## src/rtl/tl_a_source_allocator_if.sv

```systemverilog
// Request, TileLink A-channel and D-channel signals of the source allocator.
// "slave" is the allocator's view; "master" is its environment (requester plus A queue plus D channel).
interface tl_a_source_allocator_if #(
  parameter int SOURCE_BITS = 2
);
  logic                   req_valid;
  logic                   req_ready;
  logic                   req_write;
  logic [1:0]             req_size;
  logic [31:0]            req_address;
  logic [63:0]            req_data;

  logic                   a_valid;
  logic                   a_ready;
  logic [2:0]             a_bits_opcode;
  logic [2:0]             a_bits_param;
  logic [3:0]             a_bits_size;
  logic [SOURCE_BITS-1:0] a_bits_source;
  logic [31:0]            a_bits_address;
  logic [7:0]             a_bits_mask;
  logic [63:0]            a_bits_data;

  logic                   d_valid;
  logic                   d_ready;
  logic [SOURCE_BITS-1:0] d_bits_source;

  modport slave (
    input  req_valid, req_write, req_size, req_address, req_data,
    output req_ready,
    output a_valid, a_bits_opcode, a_bits_param, a_bits_size, a_bits_source,
    output a_bits_address, a_bits_mask, a_bits_data,
    input  a_ready,
    input  d_valid, d_bits_source,
    output d_ready
  );

  modport master (
    output req_valid, req_write, req_size, req_address, req_data,
    input  req_ready,
    input  a_valid, a_bits_opcode, a_bits_param, a_bits_size, a_bits_source,
    input  a_bits_address, a_bits_mask, a_bits_data,
    output a_ready,
    output d_valid, d_bits_source,
    input  d_ready
  );
endinterface

```

## src/rtl/tl_a_source_allocator.sv

```systemverilog
// Turns single-beat read/write requests into TileLink A beats, allocating and retiring source IDs.
// Optional watchdog (err_timeout port) is enabled by defining TL_SRC_ALLOC_TIMEOUT_EN.
module tl_a_source_allocator #(
  parameter int SOURCE_BITS    = 2,
  parameter int TIMEOUT_CYCLES = 1024
) (
  input  logic                   clock,
  input  logic                   reset,
  tl_a_source_allocator_if.slave bus,
  output logic [SOURCE_BITS:0]   inflight_count,
  output logic                   err_spurious
`ifdef TL_SRC_ALLOC_TIMEOUT_EN
  ,
  output logic                   err_timeout
`endif
);

  localparam int NUM_SOURCES = 1 << SOURCE_BITS;

  function automatic logic [7:0] gen_mask(input logic [1:0] size, input logic [2:0] addr);
    logic [7:0] m;
    case (size)
      2'd0:    m = 8'h01 << addr;
      2'd1:    m = 8'h03 << {addr[2:1], 1'b0};
      2'd2:    m = 8'h0F << {addr[2], 2'b00};
      default: m = 8'hFF;
    endcase
    return m;
  endfunction

  logic [NUM_SOURCES-1:0] inflight;
  logic [NUM_SOURCES-1:0] alloc_oh;
  logic [NUM_SOURCES-1:0] retire_oh;
  logic [SOURCE_BITS-1:0] alloc_id;
  logic                   have_free;
  logic                   fire;
  logic                   retire;
  logic                   spurious;
  logic                   ready;

  logic                   vld_p1;
  logic [2:0]             opcode_p1;
  logic [3:0]             size_p1;
  logic [SOURCE_BITS-1:0] source_p1;
  logic [31:0]            address_p1;
  logic [7:0]             mask_p1;
  logic [63:0]            data_p1;

  // Lowest-index free ID; scanning downward lets the last hit win.
  always_comb begin
    alloc_id  = '0;
    have_free = 1'b0;
    for (int i = NUM_SOURCES - 1; i >= 0; i--) begin
      if (!inflight[i]) begin
        alloc_id  = SOURCE_BITS'(i);
        have_free = 1'b1;
      end
    end
  end

  assign ready     = reset & have_free & (~vld_p1 | bus.a_ready);
  assign fire      = bus.req_valid & ready;
  assign retire    = bus.d_valid & inflight[bus.d_bits_source];
  assign spurious  = bus.d_valid & ~inflight[bus.d_bits_source];
  assign alloc_oh  = fire   ? (NUM_SOURCES'(1) << alloc_id)          : '0;
  assign retire_oh = retire ? (NUM_SOURCES'(1) << bus.d_bits_source) : '0;

  always_comb begin
    inflight_count = '0;
    for (int i = 0; i < NUM_SOURCES; i++) begin
      inflight_count = inflight_count + (SOURCE_BITS + 1)'(inflight[i]);
    end
  end

  // Allocation and retirement never target the same ID in one cycle: one is free, the other busy.
  always_ff @(posedge clock or negedge reset) begin
    if (!reset) begin
      inflight     <= '0;
      err_spurious <= 1'b0;
    end else begin
      inflight <= (inflight | alloc_oh) & ~retire_oh;
      if (spurious) err_spurious <= 1'b1;
    end
  end

  // Stage p1: registered A beat, held while the downstream queue stalls.
  always_ff @(posedge clock or negedge reset) begin
    if (!reset) begin
      vld_p1     <= 1'b0;
      opcode_p1  <= '0;
      size_p1    <= '0;
      source_p1  <= '0;
      address_p1 <= '0;
      mask_p1    <= '0;
      data_p1    <= '0;
    end else if (fire) begin
      vld_p1     <= 1'b1;
      opcode_p1  <= bus.req_write ? 3'd0 : 3'd4;
      size_p1    <= {2'b00, bus.req_size};
      source_p1  <= alloc_id;
      address_p1 <= bus.req_address;
      mask_p1    <= gen_mask(bus.req_size, bus.req_address[2:0]);
      data_p1    <= bus.req_write ? bus.req_data : 64'd0;
    end else if (vld_p1 && bus.a_ready) begin
      vld_p1     <= 1'b0;
    end
  end

  assign bus.req_ready      = ready;
  assign bus.a_valid        = vld_p1;
  assign bus.a_bits_opcode  = opcode_p1;
  assign bus.a_bits_param   = 3'd0;
  assign bus.a_bits_size    = size_p1;
  assign bus.a_bits_source  = source_p1;
  assign bus.a_bits_address = address_p1;
  assign bus.a_bits_mask    = mask_p1;
  assign bus.a_bits_data    = data_p1;
  assign bus.d_ready        = 1'b1;

`ifdef TL_SRC_ALLOC_TIMEOUT_EN
  localparam int TW = $clog2(TIMEOUT_CYCLES + 1);

  logic [TW-1:0] wd_cnt;

  // Counter parks at the limit so the sticky flag cannot be missed through wraparound.
  always_ff @(posedge clock or negedge reset) begin
    if (!reset) begin
      wd_cnt      <= '0;
      err_timeout <= 1'b0;
    end else begin
      if (retire || (inflight == '0)) begin
        wd_cnt <= '0;
      end else if (wd_cnt != TW'(TIMEOUT_CYCLES)) begin
        wd_cnt <= wd_cnt + TW'(1);
      end
      if (wd_cnt == TW'(TIMEOUT_CYCLES)) err_timeout <= 1'b1;
    end
  end
`endif

endmodule

```

## src/flat_wrapper.sv

```systemverilog
// flat-port wrapper written by rule: the top's interface ports become plain ports
module tl_a_source_allocator_flat 
#(
  parameter int SOURCE_BITS    = 2,
  parameter int TIMEOUT_CYCLES = 1024
)
  (clock, reset, inflight_count, err_spurious, bus_req_valid, bus_req_write, bus_req_size, bus_req_address, bus_req_data, bus_req_ready, bus_a_valid, bus_a_bits_opcode, bus_a_bits_param, bus_a_bits_size, bus_a_bits_source, bus_a_bits_address, bus_a_bits_mask, bus_a_bits_data, bus_a_ready, bus_d_valid, bus_d_bits_source, bus_d_ready);
  tl_a_source_allocator_if #(.SOURCE_BITS(SOURCE_BITS)) bus_i ();
  input  logic clock;
  input  logic reset;
  output logic [SOURCE_BITS:0] inflight_count;
  output logic err_spurious;
  input wire logic [$bits(bus_i.req_valid)-1:0] bus_req_valid;
  input wire logic [$bits(bus_i.req_write)-1:0] bus_req_write;
  input wire logic [$bits(bus_i.req_size)-1:0] bus_req_size;
  input wire logic [$bits(bus_i.req_address)-1:0] bus_req_address;
  input wire logic [$bits(bus_i.req_data)-1:0] bus_req_data;
  output wire logic [$bits(bus_i.req_ready)-1:0] bus_req_ready;
  output wire logic [$bits(bus_i.a_valid)-1:0] bus_a_valid;
  output wire logic [$bits(bus_i.a_bits_opcode)-1:0] bus_a_bits_opcode;
  output wire logic [$bits(bus_i.a_bits_param)-1:0] bus_a_bits_param;
  output wire logic [$bits(bus_i.a_bits_size)-1:0] bus_a_bits_size;
  output wire logic [$bits(bus_i.a_bits_source)-1:0] bus_a_bits_source;
  output wire logic [$bits(bus_i.a_bits_address)-1:0] bus_a_bits_address;
  output wire logic [$bits(bus_i.a_bits_mask)-1:0] bus_a_bits_mask;
  output wire logic [$bits(bus_i.a_bits_data)-1:0] bus_a_bits_data;
  input wire logic [$bits(bus_i.a_ready)-1:0] bus_a_ready;
  input wire logic [$bits(bus_i.d_valid)-1:0] bus_d_valid;
  input wire logic [$bits(bus_i.d_bits_source)-1:0] bus_d_bits_source;
  output wire logic [$bits(bus_i.d_ready)-1:0] bus_d_ready;
  assign bus_i.req_valid = bus_req_valid;
  assign bus_i.req_write = bus_req_write;
  assign bus_i.req_size = bus_req_size;
  assign bus_i.req_address = bus_req_address;
  assign bus_i.req_data = bus_req_data;
  assign bus_req_ready = bus_i.req_ready;
  assign bus_a_valid = bus_i.a_valid;
  assign bus_a_bits_opcode = bus_i.a_bits_opcode;
  assign bus_a_bits_param = bus_i.a_bits_param;
  assign bus_a_bits_size = bus_i.a_bits_size;
  assign bus_a_bits_source = bus_i.a_bits_source;
  assign bus_a_bits_address = bus_i.a_bits_address;
  assign bus_a_bits_mask = bus_i.a_bits_mask;
  assign bus_a_bits_data = bus_i.a_bits_data;
  assign bus_i.a_ready = bus_a_ready;
  assign bus_i.d_valid = bus_d_valid;
  assign bus_i.d_bits_source = bus_d_bits_source;
  assign bus_d_ready = bus_i.d_ready;
  tl_a_source_allocator #(.SOURCE_BITS(SOURCE_BITS), .TIMEOUT_CYCLES(TIMEOUT_CYCLES)) u_core (.clock(clock), .reset(reset), .bus(bus_i), .inflight_count(inflight_count), .err_spurious(err_spurious));
endmodule
```

## config.mk

```make
export PLATFORM = sky130hd
export DESIGN_NAME = tl_a_source_allocator_flat
export DESIGN_NICKNAME = d
export VERILOG_FILES = /design/src/rtl/tl_a_source_allocator_if.sv /design/src/rtl/tl_a_source_allocator.sv /design/src/flat_wrapper.sv
export SDC_FILE = /design/constraint.sdc
export NUM_CORES = 1
export LEC_CHECK = 0
export ABC_AREA = 1
export CAP_MARGIN = 25
export CORE_MARGIN = 4
export CORE_UTILIZATION = 43
export CTS_BUF_LIST = sky130_fd_sc_hd__clkbuf_8
export DETAILED_ROUTE_END_ITERATION = 7
export PLACE_DENSITY = 0.82
export SETUP_SLACK_MARGIN = 0.15
export SYNTH_ARGS = -nofsm -noshare
export SYNTH_HDL_FRONTEND = slang
export SYNTH_SLANG_ARGS = --single-unit
```

## constraint.sdc

```tcl
create_clock -name clock -period 2.03 [get_ports clock]
set_input_delay 0.406 -clock clock [delete_from_list [all_inputs] [get_ports clock]]
set_output_delay 0.406 -clock clock [all_outputs]
set_load 0.1 [all_outputs]
```

==> results of run 1 <==
per-stage QoR:
stage	std cells	hold slack [ps]	cell area (µm²)
5_1_grt	977	153	8490
4_1_cts	943	139	7840
2_1_floorplan	570	110	5290
3_3_place_gp	908	455	7270
3_5_place_dp	908	460	7270
6_report	977	131	8490
cells in the mapped netlist, types with 2 or more instances:
master    instances
nand2_1         287
dfrtp_1         115
o21ai_2          58
inv_1            19
buf_6            16
o21ai_1          13
buf_4            12
nor2_1            8
o21ai_0           7
clkbuf_1          6
nand3_1           5
buf_8             2
conb_1            2
ha_1              2
nand4_1           2
cell type report:
type                            instances  area (µm²)  share of cell area
Sequential cell                       115        2880               0.340
Timing Repair Buffer                  266        2770               0.326
Multi-Input combinational cell        403        2180               0.257
Clock buffer                           23         317              0.0373
Tap cell                              143         179              0.0211
Inverter                               20        82.6             0.00973
Clock inverter                          7        81.3             0.00958
timing repair:
item / in CTS / in global routing
endpoints found under the setup margin: 4 / 109
pin swaps: 4 / 4
gates cloned: 0 / 28
gates resized for setup: 38 / 20
buffers inserted: 5 / 6
sequential cells by signal, summed over array words and instances (netlist names):
signal	flops
u_core.bus.a_valid	1
u_core.bus.a_bits_opcode	1
u_core.bus.a_bits_size	2
u_core.err_spurious	1
u_core.bus.a_bits_mask	8
u_core.bus.a_bits_data	64
u_core.inflight	4
u_core.bus.a_bits_address	32
u_core.bus.a_bits_source	2
cells by family after synthesis:
family / Yosys count
AND/OR/NAND/NOR: 306
flip-flops: 115
AO/OA/AOI/OAI: 80
buffers and inverters: 58
adder cells (fa/ha/maj): 3
other: 2
layout by cell type (no fill, tap or decap), drive strengths merged:
master,n
o21ai,78
inv,23
conb,8
fa,1
bufinv,2
nand4,2
clkdlybuf4s50,102
a31o,1
nand3,5
a21boi,1
ha,2
nor2,10
buf,151
dfrtp,115
clkinv,2
dlymetal6s2s,1
clkbuf,35
nand2,295
layer usage:
layer	up-vias	share of wire	GRT usage
met2	194	0.54	0.366
met1	2347	0.39	0.238
li1	2285	-	-
met5	-	0	0
met3	38	0.047	0.0520
met4	0	0.026	0.0836
path summary, 6_finish.rpt:
path / from / end
hold / removal: reset / u_core.bus.a_bits_data[10]
setup / recovery: u_core.inflight[0] / inflight_count[1]
max in group asynchronous: reset / u_core.bus.a_valid
setup reg to reg: u_core.inflight[0] / u_core.bus.a_bits_data[38]
min in group clock: bus_req_write / u_core.bus.a_bits_data[22]
hold reg to reg: u_core.bus.a_bits_address[26] / u_core.bus.a_bits_address[26]
==> run_results.csv, run 1 <==
group,metric,value,unit
grt,grt_overflow,0,
grt,grt_antenna_before_repair,0,
routing,avgRoutedWirePerCell,17.6,µm
setup_path,cpPeakStageDelay,420,ps
yosys,syn-cell-area,0.00514,mm²
setup_path,cp.depth,4,
yosys,synth_compound_area_frac,0.121,
placement,hpwlAfterDp,10100,µm
grt,grt_first_pass_wirelength,22800,µm
routing,dr.pass1.iters,5,
cells_and_area,antenna-diode-count,0,
yosys,yosysTopAreaCell,"dfrtp_1",
setup_path,cpMaxStageDelayCell,"dfrtp_1",
setup_path,cp.required,1620,ps
yosys,synth_xor_area_frac,0,
cells_and_area,area_growth,65.0,%
setup_path,critPathKind,"flop to output pin",
timing,tightest_slew,1270,ps
timing,finalCritPeriodShare,1.13,
setup_path,reg2reg_slack,30,ps
die,rows,39,
timing,skew,6.70,ps
status,violations,"setup timing",
cells_and_area,nets,932,
setup_path,worst_r2r_path_depth,13,
yosys,synth.yosys.seq_area_share,0.559,
routing,final_antenna_net_count,0,
yosys,synth_top_cells_by_area,"dfrtp_1, nand2_1, o21ai_2",
clock_network,clk_pin_slew,70,ps
die,start_util,0.445,
yosys,syn_avg_cell_area,9.12,µm²
routing,vias,4864,
min_path,hp-class,"primary input to asynchronous set/reset pin",
yosys,synth-seq-cells,115,
timing,finalMaxSlewViolations,0,
setup_path,crit_buf_inv,1,
clock_network,ctsHoldBuffers,0,
timing,rsz0062_at_grt,"true",
timing,relSlewSlack,0.151,
yosys,synth_cells,564,
setup_path,startpoint_type,"flop",
routing,drcViolationCount,0,
setup_path,cpLargestDelayFamily,"adder cells",
clock_network,cts_buffer_depth,2,
yosys,synth_simple_gate_area_frac,0.229,
setup_path,endpoint_kind,"output pin",
grt,grt_max_degree,116,
placement,portBuffers,220,
cells_and_area,drive_above_1_share,0.390,
yosys,synth_fa_ha_area_frac,0.00875,
cells_and_area,final_core_util,0.734,
timing,finalSetupTns,-862,ps
yosys,synth_top_family_by_area,"simple AND/OR/NAND/NOR gates",
yosys,synth.distinct_cells,25,
cells_and_area,fillers,818,
timing,worst_slack,-271,ps
clock_network,clockRootBuffer,"clkbuf_8",
setup_path,path_cells,"ha_4 > fa_2 > ha_4 > buf_12",
routing,wl,17200,µm
yosys,synth-edff-count,0,
placement,dpl_worst_slack,73.1,ps
routing,routed_via_density,4.98,
yosys,async_flop_share,1.00,
yosys,yosys_warnings,0,
yosys,synth_top_area_frac,0.559,
die,dieArea,0.0138,mm²
timing,setup_viol,4,
setup_path,crit_top_cell,"ha_4",
timing,period_minus_slack,2300,ps
grt,grtUsageTotal,0.206,
die,die_w,117,µm
clock_network,cts_max_level,4,
job,cap_violations,0,
clock_network,cts.sinks,115,
setup_path,path_max_fanout,2,
status,status,"finished, violations left",
clock_network,worstSkewPairLatency,420,ps
die,io_pins,229,
setup_path,critPathArrivalTime,1890,ps
yosys,synthMuxAreaShare,0,
clock_network,cts_tree,"done",
die,coreArea,0.0116,mm²
timing,hold_viol,0,
grt,first_global_vias,4487,
timing,clock.fmax,435,MHz
clock_network,cts_buffers,17,
die,die_h,117,µm
yosys,ys.flop_type,"dfrtp_1",
routing,drt_iter0_markers,398,
placement,place_congestion,0.778,
Power of run 1 is not shown: default switching activity piles up to over one toggle a cycle in this logic, so the estimate is an artifact.
==> run 2, diff against run 1 <==
--- a/config.mk
+++ b/config.mk
@@ -13,6 +13,7 @@
 export DETAILED_ROUTE_END_ITERATION = 7
 export PLACE_DENSITY = 0.82
 export SETUP_SLACK_MARGIN = 0.15
+export SLEW_MARGIN = 10
 export SYNTH_ARGS = -nofsm -noshare
 export SYNTH_HDL_FRONTEND = slang
 export SYNTH_SLANG_ARGS = --single-unit
==> results of run 2 <==
The final DEF is identical to that of run 1; final timing and power are the same.
Power of run 2 is left out for the same reason.
